**config.mk**
```make
export PLATFORM = sky130hd
export DESIGN_NAME = load_store_unit
export DESIGN_NICKNAME = d
export VERILOG_FILES = /design/src/rtl/lsu_pkg.sv /design/src/rtl/lsu_align.sv /design/src/rtl/load_store_unit.sv
export SDC_FILE = /design/constraint.sdc
export NUM_CORES = 1
export LEC_CHECK = 0
export CELL_PAD_IN_SITES_DETAIL_PLACEMENT = 1
export CELL_PAD_IN_SITES_GLOBAL_PLACEMENT = 1
export CORE_ASPECT_RATIO = 0.6
export CORE_MARGIN = 5
export CORE_UTILIZATION = 36
export DETAILED_ROUTE_END_ITERATION = 10
export PLACE_DENSITY_LB_ADDON = 0.1
export SYNTH_ARGS = -nofsm -noshare
export SYNTH_HDL_FRONTEND = slang
export SYNTH_SLANG_ARGS = --single-unit
```
**constraint.sdc**
```tcl
create_clock -name clk -period 2.56 [get_ports clk]
set_input_delay 0.512 -clock clk [delete_from_list [all_inputs] [get_ports clk]]
set_output_delay 0.512 -clock clk [all_outputs]
set_load 0.03 [all_outputs]
```
**src/rtl/lsu_pkg.sv**
```systemverilog
// Shared encodings for the load/store unit: access sizes, FSM states and
// the funct3 decode used by the core to derive size/unsigned.
package lsu_pkg;

  typedef enum logic [1:0] {
    SZ_B = 2'b00,
    SZ_H = 2'b01,
    SZ_W = 2'b10,
    SZ_X = 2'b11
  } lsu_size_e;

  typedef enum logic [1:0] {
    IDLE,
    REQ,
    WAIT
  } lsu_state_e;

  localparam logic [2:0] F3_LB  = 3'b000;
  localparam logic [2:0] F3_LH  = 3'b001;
  localparam logic [2:0] F3_LW  = 3'b010;
  localparam logic [2:0] F3_LBU = 3'b100;
  localparam logic [2:0] F3_LHU = 3'b101;

  function automatic lsu_size_e f3_size(input logic [2:0] f3);
    return lsu_size_e'(f3[1:0]);
  endfunction

  function automatic logic f3_unsigned(input logic [2:0] f3);
    return f3[2];
  endfunction

endpackage

```
**src/rtl/lsu_align.sv**
```systemverilog
// Combinational lane steering: store byte enables/replicated data, misalignment
// detection on the live request, and load extraction from the registered access.
module lsu_align
  import lsu_pkg::*;
(
  input  logic [1:0]  i_size,
  input  logic [1:0]  i_off,
  input  logic [31:0] i_store_data,
  output logic [3:0]  o_be,
  output logic [31:0] o_wdata,
  output logic        o_misaligned,
  input  logic [1:0]  i_ld_size,
  input  logic [1:0]  i_ld_off,
  input  logic        i_ld_unsigned,
  input  logic [31:0] i_rdata,
  output logic [31:0] o_load_data
);

  logic [31:0] w_shifted;

  always_comb begin
    o_be         = '0;
    o_wdata      = '0;
    o_misaligned = 1'b0;
    case (lsu_size_e'(i_size))
      SZ_B: begin
        o_be    = 4'b0001 << i_off;
        o_wdata = {4{i_store_data[7:0]}};
      end
      SZ_H: begin
        o_be         = 4'b0011 << i_off;
        o_wdata      = {2{i_store_data[15:0]}};
        o_misaligned = i_off[0];
      end
      SZ_W: begin
        o_be         = '1;
        o_wdata      = i_store_data;
        o_misaligned = |i_off;
      end
      default: o_misaligned = 1'b1;
    endcase
  end

  // Word accesses are always at offset 0, so the shifted value is the raw word.
  assign w_shifted = i_rdata >> {i_ld_off, 3'b000};

  always_comb begin
    o_load_data = w_shifted;
    case (lsu_size_e'(i_ld_size))
      SZ_B:    o_load_data = {{24{~i_ld_unsigned & w_shifted[7]}}, w_shifted[7:0]};
      SZ_H:    o_load_data = {{16{~i_ld_unsigned & w_shifted[15]}}, w_shifted[15:0]};
      default: o_load_data = w_shifted;
    endcase
  end

endmodule

```
**src/rtl/load_store_unit.sv**
```systemverilog
// Data-memory access stage: accepts a load/store from the ALU, runs one
// req/gnt/rvalid bus transaction and retires it with a one-cycle done pulse.
module load_store_unit
  import lsu_pkg::*;
#(
  parameter int unsigned TIMEOUT_CYCLES = 255
) (
  input  logic        clk,
  input  logic        rst_n,
  input  logic        lsu_req,
  input  logic        lsu_we,
  input  logic [1:0]  lsu_size,
  input  logic        lsu_unsigned,
  input  logic [31:0] alu_result,
  input  logic [31:0] store_data,
  output logic        lsu_stall,
  output logic        lsu_done,
  output logic [31:0] load_data,
  output logic        misaligned,
  output logic        bus_error,
  output logic        dbus_req,
  output logic        dbus_we,
  output logic [31:0] dbus_addr,
  output logic [3:0]  dbus_be,
  output logic [31:0] dbus_wdata,
  input  logic        dbus_gnt,
  input  logic        dbus_rvalid,
  input  logic [31:0] dbus_rdata
);

  lsu_state_e  r_state;
  lsu_state_e  w_next;
  logic [31:0] r_cnt;
  logic [1:0]  r_size;
  logic [1:0]  r_off;
  logic        r_unsigned;

  logic        w_accept;
  logic        w_complete;
  logic        w_expire;
  logic        w_timeout;
  logic [3:0]  w_be;
  logic [31:0] w_wdata;
  logic        w_misaligned;
  logic [31:0] w_load_fmt;

  lsu_align u_align (
    .i_size        (lsu_size),
    .i_off         (alu_result[1:0]),
    .i_store_data  (store_data),
    .o_be          (w_be),
    .o_wdata       (w_wdata),
    .o_misaligned  (w_misaligned),
    .i_ld_size     (r_size),
    .i_ld_off      (r_off),
    .i_ld_unsigned (r_unsigned),
    .i_rdata       (dbus_rdata),
    .o_load_data   (w_load_fmt)
  );

  assign lsu_stall = lsu_req & ~lsu_done;
  assign w_accept  = (r_state == IDLE) & lsu_req & ~lsu_done;
  // Fires on the last allowed wait cycle so the counter "reaches" the limit at the edge.
  assign w_timeout = (TIMEOUT_CYCLES != 0) && (r_cnt == TIMEOUT_CYCLES - 1);

  always_comb begin
    w_next     = r_state;
    w_complete = 1'b0;
    w_expire   = 1'b0;
    case (r_state)
      IDLE: if (w_accept && !w_misaligned) w_next = REQ;
      REQ: begin
        if (dbus_gnt) begin
          if (dbus_rvalid) begin
            w_next     = IDLE;
            w_complete = 1'b1;
          end else begin
            w_next = WAIT;
          end
        end
      end
      WAIT: begin
        if (dbus_rvalid) begin
          w_next     = IDLE;
          w_complete = 1'b1;
        end else if (w_timeout) begin
          w_next   = IDLE;
          w_expire = 1'b1;
        end
      end
      default: w_next = IDLE;
    endcase
  end

  always_ff @(posedge clk or negedge rst_n) begin
    if (!rst_n) begin
      r_state    <= IDLE;
      r_cnt      <= '0;
      r_size     <= '0;
      r_off      <= '0;
      r_unsigned <= 1'b0;
      lsu_done   <= 1'b0;
      misaligned <= 1'b0;
      bus_error  <= 1'b0;
      load_data  <= '0;
      dbus_req   <= 1'b0;
      dbus_we    <= 1'b0;
      dbus_addr  <= '0;
      dbus_be    <= '0;
      dbus_wdata <= '0;
    end else begin
      r_state    <= w_next;
      lsu_done   <= 1'b0;
      misaligned <= 1'b0;
      bus_error  <= 1'b0;
      dbus_req   <= (w_next == REQ);

      if (w_accept) begin
        if (w_misaligned) begin
          lsu_done   <= 1'b1;
          misaligned <= 1'b1;
          load_data  <= '0;
        end else begin
          dbus_addr  <= {alu_result[31:2], 2'b00};
          dbus_be    <= w_be;
          dbus_wdata <= w_wdata;
          dbus_we    <= lsu_we;
          r_size     <= lsu_size;
          r_off      <= alu_result[1:0];
          r_unsigned <= lsu_unsigned;
        end
      end

      if (w_complete) begin
        lsu_done  <= 1'b1;
        load_data <= dbus_we ? '0 : w_load_fmt;
      end

      if (w_expire) begin
        lsu_done  <= 1'b1;
        bus_error <= 1'b1;
        load_data <= '0;
      end

      if (r_state == REQ && dbus_gnt) r_cnt <= '0;
      else if (r_state == WAIT)       r_cnt <= r_cnt + 1;
    end
  end

endmodule

```
After elaboration in Yosys (flattened, before gate mapping)

Cells that the tools add are included.

ROM bits: 0
Bits in writable memories: 0
Word-level logic and storage cells: 73
Bits in latches: 0
Register bits: 142
Memories kept: 0

Muxes and demuxes: 28
Bitwise operators: 8
Reduce and logical (&&, ||, !) cells: 12
Magnitude comparators: 0
Equality and inequality tests: 7
Multipliers: 0
$add $sub $neg: 1
Shift-type cells: 3
Divide/modulo/power cells: 0

Operator list:

| cell                    | count |
|---|---|
| $mux W32                | 7 |
| $pmux W32 S3            | 1 |
| $pmux W32 S2            | 1 |
| $add A32 B1 Y32 const B | 1 |
| $eq A32 B8 Y1 const B   | 1 |
| $shr A32 B5 Y32         | 1 |
| $pmux W4 S3             | 1 |
| $mux W1                 | 10 |
| $mux W2                 | 5 |
| $eq A2 B1 Y1 const B    | 4 |
| $logic_not A2 Y1        | 3 |
| $pmux W2 S3             | 1 |
| $reduce_bool A3 Y1      | 2 |
| $and A1 B1 Y1           | 5 |
| $eq A2 B2 Y1 const B    | 2 |
| $reduce_and A2 Y1       | 2 |
| $shl A1 B2 Y4 const A   | 1 |
| $shl A2 B2 Y4 const A   | 1 |
| $not A1 Y1              | 3 |
| $pmux W1 S3             | 1 |
| $logic_and A1 B1 Y1     | 2 |
| $pmux W1 S2             | 1 |
| $reduce_bool A2 Y1      | 1 |
| $reduce_or A2 Y1        | 1 |
| $logic_not A1 Y1        | 1 |

Depth between registers and ports, before layout

Word-level depth: 7
Depth in mapped cells: 9
Depth with buffers taken out: 7

Hierarchy

A second synthesis with hierarchy kept.

Cell total of the unflattened synthesis: 637
Area, all modules: 7,253.2 um2

By module, submodules not included:

| module          | cells an instance | seq. area each (um2) | area an instance (um2) | times used |
|---|---|---|---|---|
| load_store_unit | 449               | 3,553.4              | 5,992.0                | 1 |
| lsu_align       | 188               | 0.0                  | 1,261.2                | 1 |

Worst setup path before layout

Ideal clock, no wire load.

Kind: input-to-reg
Start: input lsu_req
End: register load_data[27]
Cell stages on the path: 6
Arrival time: 2.141 ns
Path buffers: 1
Path slack: 0.293 ns
Required time: 2.434 ns
Library setup time: 0.126 ns
Path through: nor2b_1 nand2_1 nor3_2 nor3b_2 buf_6 a221o_1

Cells in the longest elaborated chain, start to end: 4

Ends and longest elaborated chain:

| what                         | line                   | text |
|---|---|---|
| start, declared              | load_store_unit.sv:10  | `input logic lsu_req,` |
| $and A1 B1 Y1 (2 in a row)   | load_store_unit.sv:62  | `assign w_accept = (r_state == IDLE) & lsu_req & ~lsu_done;` |
| $reduce_bool A3 Y1 (no line) | n/a                    |  |
| $reduce_and A2 Y1 (no line)  | n/a                    |  |
| end signal, assigned         | load_store_unit.sv:136 | `load_data <= dbus_we ? '0 : w_load_fmt;` |
| end, declared                | load_store_unit.sv:18  | `output logic [31:0] load_data,` |

No other way between the ends.
A chain may end at the register's enable or synchronous reset.

Final worst setup path

Start: input lsu_req
End: output lsu_stall

Cells in the longest elaborated chain, start to end: 1

Ends and longest elaborated chain:

| what          | line                  | text |
|---|---|---|
| $and A1 B1 Y1 | load_store_unit.sv:61 | `assign lsu_stall = lsu_req & ~lsu_done;` |
| end, declared | load_store_unit.sv:16 | `output logic lsu_stall,` |

No other way between the ends.

==> impl_metrics.py <==
metrics = {
    "run_status": {
        "status": "finished clean",
    },
    "route": {
        "drt_drc_violations_left": 0,
        "ant_nets": 0,
        "wire_per_inst_um": 20.1,
        "vias_per_cell": 5.22,
        "drt-pass1-iter-count": 4,
        "drt_iter0_markers": 280,
        "vias": 5665,
        "finalWirelength_um": 21800,
    },
    "global_routing": {
        "grt_pass1_vias": 5989,
        "track_usage": 0.198,
        "overflow": 0,
        "antenna_found_initial": 1,
        "grt_max_degree": 69,
        "grt_pass1_wl_um": 34300,
    },
    "placement": {
        "post-place-ws_ns": -0.0630,
        "gp_congestion": 0.802,
        "dpl_cell_area_um2": 9280,
        "io_buffers": 208,
        "dpl.hpwl_um": 16200,
    },
    "timing": {
        "layout_setup_ws_ns": 0.0747,
        "drv_slew": 0,
        "worst_pin_slew_ns": 1.15,
        "fin_crit_sh": 0.971,
        "maxSlewHeadroom": 0.228,
        "clock.fmax_ghz": 0.402,
        "hold_violations": 0,
        "setup_viol": 0,
        "rsz0062_at_grt": "false",
        "finalClockSkew_ns": 0.0102,
        "fin_crit_ns": 2.49,
    },
    "worst_setup_path": {
        "rr_worst_depth": 8,
        "critPathArrivalTime_ns": 1.97,
        "required_ns": 2.05,
        "end_kind": "output pin",
        "reg2reg_slack_ns": 0.18,
        "worstSetupStartpointType": "primary input",
        "crit_type": "primary input to output pin",
        "worstPathMaxFanout": 3,
    },
    "final_layout": {
        "fin_nets": 943,
        "fin_area_um2": 9880,
        "antenna_cells": 0,
        "area_growth_pct": 45.7,
        "ff_latch_area_um2": 3550,
        "multi_input_area_um2": 2980,
        "drive_gt1_frac": 0.153,
        "fill_cells": 1919,
    },
    "floorplanning": {
        "ioPinCount": 211,
        "die_x_um": 187,
        "core_area_um2": 18300,
        "die-height_um": 116,
        "initial_utilization": 0.370,
        "die-area_um2": 21800,
        "row_count": 38,
    },
    "power": {
        "power_density_nw_per_um2": 1160,
        "ir_drop_mv": 0.519,
        "power_leakage_nw": 4.29,
    },
    "clock_network": {
        "worstSkewPairLatency_ns": 0.43,
        "cts_tree": "yes",
        "holdBufCountCts": 0,
        "root_buffer": "clkbuf_16",
        "cts-htree-levels": 4,
        "clk_path_buf_depth": 2,
        "post_cts_resized": 0,
        "clk_pin_slew_ns": 0.06,
        "cts_sinks": 142,
        "cts_buffers": 17,
    },
    "logic_synthesis": {
        "synthArstFlopShare": 1.00,
        "synth-seq-cells": 142,
        "netlist_top_cells_area": "dfrtp_1 52%, mux2_2 8.6%, mux2i_1 5.0%, xor2_1 3.2%, nor2_1 2.8%",
        "synth_area_per_cell_um2": 11.1,
        "synth_edf_count": 0,
        "yosysTopAreaCellShare": 0.524,
        "synth_cell_type_count": 50,
        "synth.most_common_cell": "dfrtp_1",
        "synth_warnings": 0,
        "yosysSeqAreaShare": 0.524,
        "synthFlopType": "dfrtp_1",
        "syn_area_um2": 6780,
        "syn_inst": 611,
        "yosysTopAreaCell": "dfrtp_1",
        "synth_commonest_cells": "142 x dfrtp_1, 52 x mux2_2, 51 x nor2_1, 45 x nand2_1, 36 x o21ai_0",
    },
    "flow_run": {
        "cap_violations": 0,
    },
    "worst_hold_path": {
        "hold_path.class": "primary input to async pin",
    },
}
## registers in the layout, summed over array words and instances (netlist names)
name        cells
misaligned      1
r_cnt          32
dbus_wdata     32
r_off           2
dbus_req        1
dbus_be         4
r_size          2
bus_error       1
r_state         2
r_unsigned      1
dbus_we         1
dbus_addr      30
lsu_done        1
load_data      32
## layout make-up
| cell class | count | share of cell area |
|---|---|---|
| clock buffers | 17 | 0.0431 |
| clock inverters | 15 | 0.0180 |
| inverters | 16 | 0.00608 |
| multi-input cells | 414 | 0.302 |
| flip-flops and latches | 142 | 0.360 |
| well taps | 240 | 0.0304 |
| repair buffers | 241 | 0.241 |
## worst paths after layout
path                                       end      startpoint
worst max-delay path                 lsu_stall         lsu_req
worst max register to register   load_data[26]      r_state[1]
max in group asynchronous        load_data[14]           rst_n
worst min register to register  dbus_wdata[13]  dbus_wdata[13]
min in group clk                dbus_wdata[13]  dbus_wdata[13]
worst min-delay path             dbus_wdata[1]           rst_n
## per-layer routing
metal / part of all wire / track usage / vias up
met2: 0.44 / 0.305 / 176
met3: 0.063 / 0.0541 / 27
met4: 0.015 / 0.0620 / 2
met1: 0.48 / 0.276 / 2818
li1: - / - / 2642
met5: 0.00060 / 0 / -
## logic make-up (layout without fill, tap and decap cells)
group                    count (synthesis)  count (layout)  share of synthesized area
AND/OR/NAND/NOR                        170             170                      0.128
flip-flops                             142             142                      0.524
AO/OA/AOI/OAI                          118             118                      0.119
multiplexers                            87              87                      0.138
buffers and inverters                   56             289                     0.0391
XOR/XNOR                                31              31                     0.0400
adder cells (fa/ha/maj)                  6               6                     0.0111
other                                    1               2                   0.000553
## worst max-delay path: stages
cell and delay [ns]:
clkdlybuf4s50_1 0.45, nor2b_1 0.28, clkdlybuf4s50_1 0.74
## what timing repair did
item / CTS / global route
endpoints found under the hold margin: 0 / 0
setup endpoints to repair: 0 / 7
setup buffers: 0 / 0
## stage by stage
| step | setup TNS, ns | std cells | utilization | hold WS, ns | total power (W) |
|---|---|---|---|---|---|
| 4_1_cts | 0 | 1085 | 0.540 | 0.106 | 0.0116 |
| 2_1_floorplan | 0 | 612 | - | 0.216 | 0.00663 |
| 5_1_grt | 0 | 1085 | 0.540 | 0.139 | 0.0121 |
| 6_report | 0 | 1085 | 0.540 | 0.0775 | 0.0115 |
| 3_5_place_dp | -0.806 | 1053 | 0.507 | 0.478 | 0.00899 |
| 3_3_place_gp | -0.289 | 1053 | 0.507 | 0.463 | 0.00881 |
## power breakdown
group	switching, W	internal (W)
logic	0.00299	0.00234
clock network	0.00110	0.00147
registers	0.000572	0.00302
total	0.00466	0.00684
## cell usage in the layout (no fill, tap or decap), types with 7 or more instances in the layout
| cell type | count |
|---|---|
| a21oi_1 | 29 |
| a221o_1 | 16 |
| a221oi_1 | 9 |
| a22o_1 | 7 |
| buf_4 | 29 |
| clkbuf_16 | 17 |
| clkdlybuf4s50_1 | 207 |
| dfrtp_1 | 142 |
| inv_1 | 16 |
| mux2_2 | 52 |
| mux2i_1 | 34 |
| nand2_1 | 45 |
| nand3_1 | 14 |
| nand4_1 | 18 |
| nor2_1 | 51 |
| nor4_1 | 7 |
| o21ai_0 | 36 |
| o2bb2ai_1 | 9 |
| xor2_1 | 25 |
Note: power is estimated with default switching activity, not from simulation.
